`src/rtl/hazard_stall_unit.sv`:
```
// Purpose: D-stage hazard detector; raises Stall when forwarding cannot cover an operand or HI/LO meets a busy MDU.
// Latency: Stall is combinational (zero cycles) from D inputs and registered E/M/MDU state.
// Backpressure: Stall holds D/PC; this unit injects its own E bubble on stalled or empty-D cycles.
//
// Ports:
//   clk, reset_n            rising-edge clock, asynchronous active-low reset
//   D_valid                 D stage holds a real instruction
//   D_rs/D_rt, D_Tuse_*     source addresses and cycles until needed (3 = unused)
//   D_wa, D_Tnew            destination and cycles from E until result ready (0 = none)
//   D_md_start, D_md_div    D instruction starts the MDU; 1 = div, 0 = mult
//   D_hilo                  D instruction touches HI/LO
//   Stall                   stall request to the stall controller
//   md_busy                 MDU busy window active
//   stall_cnt               saturating count of stalled cycles since reset
module hazard_stall_unit #(
    parameter int MULT_CYC = 5,
    parameter int DIV_CYC  = 10,
    parameter int CNT_W    = 32
) (
    input  logic             clk,
    input  logic             reset_n,
    input  logic             D_valid,
    input  logic [4:0]       D_rs,
    input  logic [4:0]       D_rt,
    input  logic [1:0]       D_Tuse_rs,
    input  logic [1:0]       D_Tuse_rt,
    input  logic [4:0]       D_wa,
    input  logic [1:0]       D_Tnew,
    input  logic             D_md_start,
    input  logic             D_md_div,
    input  logic             D_hilo,
    output logic             Stall,
    output logic             md_busy,
    output logic [CNT_W-1:0] stall_cnt
);

    // Shadow copies of the destination/timing of instructions in E and M.
    logic [4:0] e_wa;
    logic [1:0] e_tnew;
    logic [4:0] m_wa;
    logic [1:0] m_tnew;
    logic [3:0] md_cnt;

    logic rs_hazard;
    logic rt_hazard;
    logic hilo_hazard;

    // A match in E or M only stalls when the producer's result is still
    // further away than the consumer's need; E-over-M priority matters for
    // forwarding only, so the two matches are simply ORed here.
    always_comb begin
        rs_hazard = 1'b0;
        rt_hazard = 1'b0;
        if (D_valid && (D_rs != 5'd0) && (D_Tuse_rs != 2'd3)) begin
            rs_hazard = ((e_wa == D_rs) && (e_tnew > D_Tuse_rs)) ||
                        ((m_wa == D_rs) && (m_tnew > D_Tuse_rs));
        end
        if (D_valid && (D_rt != 5'd0) && (D_Tuse_rt != 2'd3)) begin
            rt_hazard = ((e_wa == D_rt) && (e_tnew > D_Tuse_rt)) ||
                        ((m_wa == D_rt) && (m_tnew > D_Tuse_rt));
        end
    end

    assign md_busy     = (md_cnt != 4'd0);
    assign hilo_hazard = D_valid && D_hilo && md_busy;
    assign Stall       = rs_hazard || rt_hazard || hilo_hazard;

    always_ff @(posedge clk or negedge reset_n) begin
        if (!reset_n) begin
            e_wa   <= 5'd0;
            e_tnew <= 2'd0;
            m_wa   <= 5'd0;
            m_tnew <= 2'd0;
        end else begin
            m_wa   <= e_wa;
            m_tnew <= (e_tnew != 2'd0) ? (e_tnew - 2'd1) : 2'd0;
            // Stalled or empty D advances a bubble into E.
            if (Stall || !D_valid) begin
                e_wa   <= 5'd0;
                e_tnew <= 2'd0;
            end else begin
                e_wa   <= D_wa;
                e_tnew <= D_Tnew;
            end
        end
    end

    // MDU busy window. A second start cannot collide with a live window:
    // starts are HI/LO instructions and are held by hilo_hazard while busy.
    always_ff @(posedge clk or negedge reset_n) begin
        if (!reset_n) begin
            md_cnt <= 4'd0;
        end else if (D_valid && D_md_start && !Stall) begin
            md_cnt <= D_md_div ? 4'(DIV_CYC) : 4'(MULT_CYC);
        end else if (md_cnt != 4'd0) begin
            md_cnt <= md_cnt - 4'd1;
        end
    end

    always_ff @(posedge clk or negedge reset_n) begin
        if (!reset_n) begin
            stall_cnt <= '0;
        end else if (Stall && (stall_cnt != {CNT_W{1'b1}})) begin
            stall_cnt <= stall_cnt + CNT_W'(1);
        end
    end

endmodule
```
`config.mk`:
```
export PLATFORM = sky130hd
export DESIGN_NAME = hazard_stall_unit
export DESIGN_NICKNAME = d
export VERILOG_FILES = /design/src/rtl/hazard_stall_unit.sv
export SDC_FILE = /design/constraint.sdc
export NUM_CORES = 1
export LEC_CHECK = 0
export CELL_PAD_IN_SITES_DETAIL_PLACEMENT = 0
export CELL_PAD_IN_SITES_GLOBAL_PLACEMENT = 1
export CORE_MARGIN = 1
export CORE_UTILIZATION = 35
export DETAILED_ROUTE_END_ITERATION = 12
export PLACE_DENSITY = 0.74
export SYNTH_ARGS = -nofsm -noshare
export SYNTH_HDL_FRONTEND = slang
export SYNTH_SLANG_ARGS = --single-unit
```
`constraint.sdc`:
```
create_clock -name clk -period 3.15 [get_ports clk]
set_input_delay 0.7875 -clock clk [delete_from_list [all_inputs] [get_ports clk]]
set_output_delay 0.7875 -clock clk [all_outputs]
set_load 0.01 [all_outputs]
```
# --- Word level (Yosys, flattened, before mapping) ---
# Index checks and enable logic that the tools add are counted.
word_totals:
  reg_bits: 50
  output_inout_bits: 34
classes:
  addsub: 3
  order_cmp: 4
  eq_ne: 7
  mux: 8
  n_reduce_logical: 25
op_table:
  columns: ["cell", "count"]
  rows:
  - ["adder 32 x 1 -> 32 bit (second input constant)", 1]
  - ["!= test 32 bit (second input constant)", 1]
  - ["equality test 5 bit", 4]
  - ["logical AND 1 bit", 13]
  - ["2-to-1 mux 4 bit", 3]
  - ["nonzero test 5 bit", 2]
  - ["> comparator 2 bit", 4]
  - ["logical OR 1 bit", 5]
  - ["2-to-1 mux 5 bit", 1]
  - ["2-to-1 mux 2 bit", 2]
  - ["!= test 2 bit (second input constant)", 2]
  - ["nonzero test 2 bit", 2]
  - ["nonzero test 4 bit", 1]
  - ["subtractor 4 x 1 -> 4 bit (second input constant)", 1]
  - ["logical NOT 1 bit", 2]
  - ["2-to-1 mux 1 bit", 2]
  - ["subtractor 2 x 1 -> 2 bit (second input constant)", 1]

# --- Longest topological paths before layout ---
# Gate-level depths: netlist of the first run.
depth:
  depth_word: 9
  depth_mapped: 10

# --- Least setup slack after synthesis of the first run ---
# No wires, ideal clock.
synth_timing:
  path_kind: "input port to output port"
  from: "input D_Tuse_rt[1]"
  to: "output Stall"
  t_arrival_ns: 2.009
  setup_slack_ns: 0.354
  cell_stages: 8
  path_cell_list: "inv_1 -> ha_1 -> nand2_1 -> nand4_1 -> nor4_2 -> o2111a_2 -> nor2_1 -> inv_1"
synth_between:
  elab_chain_len: 6
synth_rtl:
  columns: ["item", "line_no", "text"]
  rows:
  - ["start: declaration", "26", "input logic [1:0] D_Tuse_rt,"]
  - ["> comparator 2 bit (on tied branches)", "59, 60", null]
  - ["logical AND 1 bit (on tied branches)", "59, 60", null]
  - ["logical OR 1 bit", "59", "rt_hazard = ((e_wa == D_rt) && (e_tnew > D_Tuse_rt)) ||"]
  - ["2-to-1 mux 1 bit (*)", "58", "if (D_valid && (D_rt != 5'd0) && (D_Tuse_rt != 2'd3)) begin"]
  - ["logical OR 1 bit (*) (2 in series)", "66", "assign Stall = rs_hazard || rt_hazard || hilo_hazard;"]
  - ["end: declaration", "32", "output logic Stall,"]
# Mark *: on every way between the ends. The rest lies on a longest branch, timed or not.

# --- Final worst setup path of the first run ---
layout_timing:
  from: "input D_Tuse_rs[1]"
  to: "output Stall"
layout_between:
  elab_chain_len: 6
layout_rtl:
  columns: ["item", "line_no", "text"]
  rows:
  - ["start: declaration", "25", "input logic [1:0] D_Tuse_rs,"]
  - ["> comparator 2 bit (on tied branches)", "55, 56", null]
  - ["logical AND 1 bit (on tied branches)", "55, 56", null]
  - ["logical OR 1 bit", "55", "rs_hazard = ((e_wa == D_rs) && (e_tnew > D_Tuse_rs)) ||"]
  - ["2-to-1 mux 1 bit (*)", "54", "if (D_valid && (D_rs != 5'd0) && (D_Tuse_rs != 2'd3)) begin"]
  - ["logical OR 1 bit (*) (2 in series)", "66", null]
# Marks and branches as above.

==> results of run 1 <==
==> sequential cells by signal (all words and copies together) (netlist names) <==
name / flops
m_tnew: 2
e_tnew: 2
e_wa: 5
md_cnt: 4
stall_cnt: 32
m_wa: 5
==> worst min-delay path by stage <==
stage / to / slack, ns / cells after the start
after floorplan: m_wa[0] / 0.41 / 0
after global placement: m_wa[4] / 0.42 / 0
after detailed placement: m_wa[4] / 0.43 / 0
after CTS: stall_cnt[11] / 0.40 / 1
after global routing: stall_cnt[11] / 0.42 / 1
final: stall_cnt[13] / 0.40 / 1
==> logic make-up after synthesis <==
family / Yosys count / share of synthesized area, %
muxes: 5 / 2.30
and+or+nand+nor: 105 / 21.3
adders and majority gates: 11 / 5.16
buffers and inverters: 14 / 2.21
xor gates and xnor gates: 53 / 17.4
AOI/OAI and AO/OA: 15 / 4.70
DFF: 50 / 46.9
==> worst reg2reg max path, stage by stage, from the launching register on <==
cell and delay (ns):
dfrtp_1 0.48, ha_4 0.30, nor2b_1 0.12, o2111ai_1 0.16
o22a_1 0.24, o21ai_2 0.19, nor2_2 0.06, buf_4 0.12
buf_4 0.12, buf_4 0.14, or3_1 0.39, xnor2_1 0.14
==> cell usage after synthesis (all sizes together), types with 2 or more instances <==
master and count:
nor2 15, nor2b 3, inv 10, or3 3, xor2 15, a21oi 4
xnor2 38, buf 3, and2 11, dfrtp 50, mux2 3, nand2 21
o2111ai 3, and3 8, o21ai 2, and4 4, ha 11, mux2i 2
nor3 3, nand3 19, nor4 5, nand4 10
==> metal layers <==
layer | vias to the layer above | wire length [um] | part of all wire [%] | global-route usage [%]
li1 | 1054 | - | - | -
met1 | 1013 | 3090 | 48 | 22.8
met2 | 36 | 3060 | 48 | 28.2
met3 | 5 | 160 | 2.5 | 2.95
met4 | 0 | 64 | 1.0 | 4.33
met5 | - | 0 | 0 | 0
==> what timing repair did <==
action,CTS,global route
hold buffers,0,0
setup buffers,3,4
endpoints found under the setup margin,1,1
gates resized for setup,20,9
pin swaps,13,8
==> power breakdown <==
part | switching [uW] | internal [uW] | leakage, uW
combinational | 213 | 283 | 0.000952
clock | 216 | 339 | 0.0000714
sequential | 87.4 | 718 | 0.000670
total | 516 | 1340 | 0.00169
==> through the flow <==
| step | area [um2] | power (uW) | worst slack, ns | hold slack (ns) | util, % |
|---|---|---|---|---|---|
| floorplan | 2670 | 1060 | 0.354 | 0.410 | - |
| global placement | 3520 | 1280 | -0.642 | 0.417 | 48.3 |
| detailed placement | 3520 | 1290 | -0.707 | 0.427 | 48.3 |
| CTS | 3710 | 1860 | 0.0443 | 0.396 | 50.9 |
| global route | 3790 | 1970 | -0.0141 | 0.418 | 52.0 |
| finish | 3790 | 1860 | 0.0679 | 0.396 | 52.0 |
==> cell type report <==
type | count | area, um2 | area share (%)
Clock buffer | 6 | 82.6 | 2.18
Inverter | 10 | 37.5 | 0.989
Timing Repair Buffer | 88 | 805 | 21.2
Multi-Input combinational cell | 189 | 1440 | 37.8
Sequential cell | 50 | 1250 | 33.0
Clock inverter | 2 | 60.1 | 1.58
Tap cell | 99 | 124 | 3.26
==> results.txt, run 1 <==
At the pin with the least slew margin, the transition time is 0.424 ns. Number of CTS-inserted buffers: 5. TritonCTS built the clock tree. The kind of start point of the critical path is an input pin. The weighted congestion reported at the end of routability-driven placement is 0.825, and the initial standard-cell utilization of the core is 36.5%. The clock tree synthesis step divided the H-tree into 2 levels. Max-cap violations in this run came to 0. The first TritonRoute pass finished after 4 iterations.

In this run the worst path has a maximum fanout of 2. The logs give 0 for the remaining global-route overflow and 0 for the post-detailed-route DRC marker count. The latest clock arrival within the worst-skew pair was 0.31 ns; the total negative setup slack was 0 ns.

After synthesis, the cell types taking the most area are dfrtp_1 (47%), xnor2_1 (12%), ha_1 (5.2%). The layout overhead on the synthesized area came out at 42.4%. Maximum clock frequency: 324 MHz. The run gives 0 as the number of hold violations in the final report. For the worst setup path, the data required time is 2.36 ns. Dividing total power by cell area gives a power density of 489 nW/um2. The sink count of the clock tree is 50. The tree is rooted in a clkbuf_8. In the synthesized netlist, the number of instances is 253. Among all stages on the critical path, the largest delay is contributed by dlygate4sd2_1.

Setup violations remaining at the end of the flow were counted as 0. The die area is 7970 um2. The cell family contributing the most delay on the critical path is compound AO/OA/AOI/OAI gates.

The detailed router finished its first iteration with 44 violations. Counting cells, the worst reg-to-reg path comes to 11. IR analysis of the VDD net gives a maximum drop of 0.320 mV. Pin placement for this block handled 61 I/O pins.

The total buffers and inverters traversed by the critical path works out to 4. The die is 89.3 um wide. The final critical-path required period was 3.08 ns; the filler-free cell count of the finished design was 444. The number of antenna violations at the first check in global routing was 0.

The worst setup path is of the in2out kind. No sink is reached through more buffers than the 2 on the longest clock path. The most used flip-flop cell after synthesis is dfrtp_1. The run gives 2.29 ns as the critical path arrival. The clock-pin slew of the registers on the worst-case setup and hold paths is 0.09 ns, and the fraction of synthesis flops using an asynchronous set or reset pin is 100%. The worst setup path is captured at an output port.

The logs give 16.9% for the overall fraction of global-route tracks in use and 10.3 mm for the wire length of the first global-routing pass. The net count of the finished layout is 382. The worst hold path class was in2async. The number of global-route vias before repair was 2146; the final antenna diode count was 0.

The final layout contains routed wiring with a total length of 6.38 mm. The launch instance of the worst register-to-register path was e_tnew[1]. The worst pin sits at a relative slew slack of 71.7%.

After floorplanning, the core was divided into 31 placement rows. The longest individual stage delay on the worst path came out at 0.25 ns. The library cell used most frequently in the layout, excluding fill and tap cells, is dfrtp_1. Die height: 89.3 um. The logic depth of the worst setup path including buffers works out to 10. The worst register-to-register path ends at stall_cnt[24]. The logs give 2670 um2 for the cell area after synthesis and 0.00169 uW for the leakage power. For the post-synth net total, the log shows 291. The share of the Yosys chip area taken by registers is 46.9%.

Of the post-synthesis cell area, the dominant cell type holds 46.9%. Cells with a size suffix above 1 make up 17.4% of the layout. The average instance in the mapped netlist occupies 10.5 um2. For the final database, setup skew stands at 0.0129 ns.

The area of the core region came out at 7290 um2. Traced cell by cell, the critical path runs through dlygate4sd2_1, inv_2, ha_4, nor2b_1, o2111ai_1, o22a_1, o21ai_2, nor2_2, inv_1, buf_6. After detailed routing, the average wire length per cell comes to 14.4 um. Number of filler instances in the final layout: 697.

The number of pins with negative max-slew slack in the final report came out at 0. The ratio of final minimum period to clock period was 97.8%. Origin of the worst setup path: D_Tuse_rs[1]. Largest area contributor in the synthesized netlist: dfrtp_1. The count of antenna-violating nets left after detailed routing came out at 0. Summing over every cut layer, the via total after detailed routing is 2108. The total half-perimeter wirelength after legalization and detailed placement was 4.77 mm; the cell count after placement was 429.

The flow ran to the end, and the final reports show no timing, DRC or antenna violations. Buffers placed on the I/O ports in this run total 60. The library cells used most frequently in the layout, excluding fill and tap cells, are dfrtp_1 (50), clkdlybuf4s50_1 (47), xnor2_1 (38).

The average via count per standard cell is 4.75, and the number of synthesized register bits is 50. Entering global routing, the biggest net connects 34 pins. The count of distinct cell types in the synthesized netlist was 37. In this run the worst setup path terminates at Stall. The number of synthesized flops with an enable pin was 0. Yosys printed 0 warnings.

The register-to-register setup slack came out at 0.57 ns.
Power figures use the tool's default switching activity.
==> run 2: changes to the inputs <==
--- a/config.mk
+++ b/config.mk
@@ -7,6 +7,7 @@
 export LEC_CHECK = 0
 export CELL_PAD_IN_SITES_DETAIL_PLACEMENT = 0
 export CELL_PAD_IN_SITES_GLOBAL_PLACEMENT = 1
+export CORE_ASPECT_RATIO = 0.5
 export CORE_MARGIN = 1
 export CORE_UTILIZATION = 35
 export DETAILED_ROUTE_END_ITERATION = 12
==> run 2 against run 1 <==
The run now ends with design-rule violations left. Critical path depth up 5. Clock skew down 0.0078 ns. Hold slack worse by 0.013 ns. Power up 3.6%. Die area up 0.27%. Register-to-register slack worse by 0.23 ns. Sequential power up 0.6%. First-iteration DRC count up 120%. Non-clock buffer count up 4. Clock-buffer cell count down 1. Global-route usage up 0.47 points. Setup slack worse by 0.0025 ns.
==> results.txt, run 2 (synthesized netlist as in run 1, its figures left out) <==
The latest clock arrival within the worst-skew pair is 0.29 ns, and the share of total power in the clock network is 31.4%. The checks that failed: design-rule violations. In the detailed route, the total length drawn on met2 is 3.21 mm.

The met3 wire length was 261 um. Critical-path cell with the highest stage delay: nor4_2. The repair_antennas step left the layout with diodes totalling 0. Among the stages of the critical path, the cell type that occurs most often is buf_4. After clock tree synthesis, the flow added hold-fix buffers numbering 0. The tools report the remaining max-slew budget at the tightest pin as 68.4%. Routed signal wires occupy layers up through met4. The die height was 63.7 um.

The floorplan has 22 rows. Detailed routing inserted a total of 2170 vias. The tools report the reported net switching power as 546 uW. Clock-pin slew of the registers on the worst-case setup and hold paths: 0.06 ns.

Data on the critical path arrives at its endpoint at 3.26 ns. Measured on the finished design, the core utilization comes to 52.4%. The number of clock buffers added by TritonCTS is 5. The overall fraction of global-route tracks in use was 17.4%; the count of antenna-violating nets left after detailed routing was 0.

The clock passes through at most 2 buffers. The number of antenna violations at the first check in global routing was 0. Power comes to 1920 uW.

The run finished, with violations left. The number of endpoints failing setup at the final stage was 0. Before antenna repair, the detailed router went through 8 iterations.

Worst ir drop on vdd: 0.325 mV. 61 I/O pins were placed. The number of pins with negative max-slew slack in the final report is 0. Data on the critical path is required at its endpoint by 3.32 ns. Dividing the detail-routed via count by the number of cells gives 4.88. Traced cell by cell, the critical path runs through clkdlybuf4s15_1, buf_4, xor2_1, nor4_2, buf_4, buf_4, buf_4, buf_4, buf_4, buf_4, buf_4, o2111ai_4, a21oi_4, buf_6, mux2_4. Leaving out fill and tap cells, the most frequent cells in the layout are dfrtp_1 (50), clkdlybuf4s50_1 (44), xnor2_1 (38).

The register-to-register setup slack was 0.34 ns; the leakage power was 0.00172 uW. Wires add up to 6.60 mm. The first global-routing pass estimated 10.8 mm of wire. The net total in the final layout is 386, and the post-detailed-route DRC marker count is 4.

Clock tree skew after final layout: 0.00518 ns. The weighted congestion reported at the end of routability-driven placement was 0.780. The floorplan step defined a core boundary enclosing 7350 um2. The highest net fanout along the worst path was 5. Entering global routing, the biggest net connects 38 pins. The setup path with the least slack is of type in2reg. The number of hold violations in the final report is 0.

The library cell used most frequently in the layout, excluding fill and tap cells, is dfrtp_1. The register with the highest flop count was stall_cnt. The initial standard-cell utilization of the core was 36.3%.

Combinational logic burns 26.5% of the power. In the finished design, the share of the clock period the worst path needs comes to 97.9%. The nature of the critical path endpoint is a flop.

The internal power of the cells totals 1380 uW. TritonCTS built the clock tree. For this run, the top clock speed supported by timing is 324 MHz.

For the worst flop-to-flop path, the logic depth is 16. In the final layout, the registers with the most flip-flops are stall_cnt x32, e_wa x5, m_wa x5. Among cell families on the critical path, the largest total delay comes from buffers and inverters. The detailed router put a total of 3.05 mm of wire on met1. Actual slew at the worst max-slew pin: 0.474 ns.

The number of flip-flops under the largest register name was 32. In this run the number of H-tree levels came out at 2. Relative contribution of sequential cells to total power: 42.1%.

Relative to the synthesized area, the layout overhead comes to 44.4%. The total buffers and inverters traversed by the critical path is 10, and the switching share of power is 28.4%. The largest single stage delay on the critical path is 0.34 ns. The floorplan step defined a die boundary enclosing 7990 um2. The startpoint identified for the worst register-to-register timing path is m_tnew[0]. The tree built by TritonCTS fans out to 50 sinks. Number of design-rule violations left by the first detailed-router iteration: 96. The count of port buffers added during placement is 60.

For the remaining global-route overflow, the log shows 0. Dividing the detail-routed wire length by the instance count gives 14.8 um. The number of global-route vias before repair was 2253; the final critical-path required period was 3.08 ns. The proportion of layout cells with a drive suffix above 1 is 19.5%.

The HPWL after detailed placement is 4.63 mm. The capture point of the worst reg-to-reg path is stall_cnt[1]. The tool flagged a number of max-cap violations equal to 0. The worst hold path class is in2async. STA classifies the critical path startpoint as an input pin. The root buffer cell chosen for the clock tree is clkbuf_16.

In this run the horizontal extent of the chip is 125 um. The total power density per cell area was 500 nW/um2.
[run 2: cell types whose count changed in the layout (fill, tap and decap cells not counted), sizes merged]
cell,previous run,this run
buf,30,34
bufinv,2,1
clkbuf,6,8
clkdlybuf4s15,0,2
clkdlybuf4s50,47,44
clkinv,0,2
dlymetal6s2s,3,1
[run 2: through the flow]
step / hold slack (ns) / setup TNS [ns] / worst slack [ns] / area, um2 / std cells
2_1_floorplan: 0.410 / 0 / 0.354 / 2670 / 253
3_3_place_gp: 0.436 / -1.04 / -0.692 / 3490 / 422
3_5_place_dp: 0.441 / -3.07 / -0.759 / 3490 / 422
4_1_cts: 0.384 / 0 / 0.0161 / 3800 / 443
5_1_grt: 0.396 / -0.00276 / -0.00276 / 3850 / 445
6_report: 0.383 / 0 / 0.0654 / 3850 / 445
[run 2: worst max path at each step]
stage | startpoint | end | slack (ns) | cells past startpoint
after floorplan | D_Tuse_rt[1] | Stall | 0.35 | 8
after global placement | D_Tuse_rt[1] | Stall | -0.69 | 10
after detailed placement | D_Tuse_rt[1] | Stall | -0.76 | 10
after CTS | D_Tuse_rt[1] | Stall | 0.02 | 11
after global routing | D_rt[4] | stall_cnt[1] | -0.003 | 15
final | D_rt[1] | stall_cnt[1] | 0.07 | 15
[run 2: cell type report]
| class | count | area [um2] |
|---|---|---|
| fillers | 664 | 3500 |
| well taps | 96 | 120 |
| repair buffers | 92 | 820 |
| clock inverters | 3 | 40.0 |
| multi-input cells | 189 | 1460 |
| inverters | 10 | 37.5 |
| clock buffers | 5 | 125 |
| flip-flops and latches | 50 | 1250 |
[run 2: what timing repair did]
item	4_1_cts	5_1_grt
cloned	2	1
pin swaps	13	13
resized for setup	30	20
buffers inserted	11	1
endpoints found under the setup margin	1	25
[run 2: worst reg2reg max path: cells and delay by family (launching register included)]
kind	cells	cell delay (ns)
muxes	1	0.30
buffers and inverters	9	0.99
adders and majority gates	1	0.24
DFF	1	0.36
AOI/OAI and AO/OA	2	0.37
and+or+nand+nor	3	0.44
[run 2: power groups by stage]
stage / Combinational (uW) / Clock [uW] / Sequential, uW
after detailed placement: 471 / 0 / 818
after CTS: 493 / 613 / 808
after floorplan: 249 / 0 / 814
final: 509 / 604 / 811
after global routing: 558 / 636 / 821
after global placement: 454 / 0 / 811
[run 2: per-layer routing]
metal / global-route usage, % / vias up
li1: - / 1064
met1: 21.4 / 1049
met2: 30.4 / 49
met3: 4.08 / 8
met4: 5.64 / 0
met5: 0 / -
==> edit (config.mk and constraints of run 2) <==
Register the output `stall_cnt` once more, with the module's reset; this adds one clock of latency there. The other outputs are not delayed to match. Comments in the files are not updated.
--- a/src/rtl/hazard_stall_unit.sv
+++ b/src/rtl/hazard_stall_unit.sv
@@ -33,6 +33,8 @@
     output logic             md_busy,
     output logic [CNT_W-1:0] stall_cnt
 );
+
+    logic [CNT_W-1:0] stall_cnt_s0;
 
     // Shadow copies of the destination/timing of instructions in E and M.
     logic [4:0] e_wa;
@@ -99,9 +101,17 @@
 
     always_ff @(posedge clk or negedge reset_n) begin
         if (!reset_n) begin
+            stall_cnt_s0 <= '0;
+        end else if (Stall && (stall_cnt_s0 != {CNT_W{1'b1}})) begin
+            stall_cnt_s0 <= stall_cnt_s0 + CNT_W'(1);
+        end
+    end
+
+    always_ff @(posedge clk or negedge reset_n) begin
+        if (!reset_n) begin
             stall_cnt <= '0;
-        end else if (Stall && (stall_cnt != {CNT_W{1'b1}})) begin
-            stall_cnt <= stall_cnt + CNT_W'(1);
+        end else begin
+            stall_cnt <= stall_cnt_s0;
         end
     end
 
Behaviour: not the same (Yosys sat finds a counterexample within 4 cycles, from zero or initial values and one cycle with reset_n low).
==> edit against run 2 <==
Non-clock buffer count decreased by 18. Design area increased by 24%. Maximum frequency increased by 0.75%. Area after synthesis increased by 32%. Sequential cell count increased by 32. Total power increased by 54%. Worst setup slack improved by 0.023 ns. Count of clock-buffer cells in the layout increased by 4. Routed wire length increased by 12%. Largest cell class is now registers.
==> edit: results <==
{
  "synth_area_leaders": "dfrtp_1, xor2_1, xnor2_1",
  "cts.clk_slew.worst_paths_ns": 0.06,
  "globalplace.congestion": 0.815,
  "p_leak_uw": 0.00224,
  "grtUsageMet3_pct": 4.72,
  "seq-power_uw": 1280,
  "grt_pass1_vias": 2477,
  "grt_usage_pct": 15.3,
  "drc": 0,
  "cts-root-buf": "clkbuf_16",
  "finClkSkew_ns": 0.00692,
  "io_buffers": 60,
  "worstMarginPinSlew_ns": 0.976,
  "synthAdderAreaFrac_pct": 3.90,
  "first_pass_iters": 6,
  "insertion_delay_ns": 0.33,
  "yosysWarningCount": 0,
  "dpl.cell_count": 498,
  "peakVddDrop_v": 0.000281,
  "wirelength_mm": 7.40,
  "vias": 2426,
  "drv_slew": 0,
  "run_status": "complete, no violations",
  "post_drt_wl_per_cell_um": 14.4,
  "finalHoldViolations": 0,
  "drive_above_1_share_pct": 14.8,
  "syn_area_per_cell_um2": 11.8,
  "setup_violations": 0,
  "preCtsSetupSlack_ns": -0.761,
  "htreeDepth": 3,
  "pwr-share-clk_pct": 39.7,
  "synth_fp_nets": 337,
  "grt_pass1_wl_mm": 12.0,
  "grt_util_met2_pct": 25.1,
  "swShare_pct": 25.5,
  "hold_path.class": "reg -> reg",
  "ys_types": 34,
  "cts_resized": 17,
  "synthMuxAreaShare_pct": 1.53,
  "dp_hpwl_mm": 5.25,
  "first_iter_violations": 79,
  "use_met1_pct": 19.3,
  "synth_compound_area_share_pct": 1.88,
  "cts_buffers": 9,
  "nFillCells": 853,
  "grt_max_degree": 83,
  "fin_nets": 412,
  "power_frac_seq_pct": 43.3,
  "cts_setup_buffers": 0,
  "synth_xor_area_share_pct": 12.9,
  "critPathMaxFanout": 3,
  "seq_area_frac_synth_pct": 58.2,
  "postPlaceCellArea_um2": 4350,
  "cp.arrival_ns": 2.27,
  "synth_common_cells": "dfrtp_1, xor2_1, nand2_1",
  "num_antenna_cells": 0,
  "reg_top3": "stall_cnt (32), stall_cnt_s0 (32)"
}
==> edit: cell count changes in the layout (fill, tap and decap cells not counted), sizes merged, moves of 8 or more <==
cell   delta
nor3     +12
xnor2    -21
xor2     +19
dfrtp    +32
buf      -18
and2      -8
nand3     -8
==> edit: layout make-up <==
| type | instances | area, um2 | area share (%) |
|---|---|---|---|
| flip-flops and latches | 82 | 2050 | 42.9 |
| repair buffers | 74 | 702 | 14.7 |
| well taps | 135 | 169 | 3.53 |
| inverters | 13 | 51.3 | 1.07 |
| clock inverters | 7 | 118 | 2.46 |
| multi-input cells | 194 | 1460 | 30.6 |
| clock buffers | 9 | 225 | 4.71 |
==> edit: path summary, 6_finish.rpt <==
kind	startpoint	end	slack, ns	cells past startpoint
setup / recovery	D_Tuse_rs[0]	Stall	0.09	9
hold / removal	stall_cnt_s0[10]$_DFFE_PN0P_	stall_cnt[10]$_DFF_PN0_	0.41	0
setup reg to reg	m_tnew[0]$_DFF_PN0_	stall_cnt_s0[13]$_DFFE_PN0P_	0.49	10
hold reg to reg	stall_cnt_s0[10]$_DFFE_PN0P_	stall_cnt[10]$_DFF_PN0_	0.41	0
max in group asynchronous	reset_n	md_cnt[0]$_DFFE_PN0P_	1.91	1
min in group asynchronous	reset_n	stall_cnt_s0[0]$_DFFE_PN0P_	0.63	1
==> edit: metal layers <==
layer | vias to the layer above | share of wire, %
met4 | 0 | 1.7
met2 | 37 | 47
li1 | 1169 | -
met1 | 1208 | 48
met3 | 12 | 3.5
met5 | - | 0
==> edit: worst max-delay path: stages <==
cell             delay [ns]
clkdlybuf4s15_1        0.21
ha_1                   0.28
nand2_1                0.07
nand4_1                0.12
nor4_2                 0.23
o2111ai_1              0.18
and3_4                 0.24
inv_4                  0.06
buf_6                  0.09
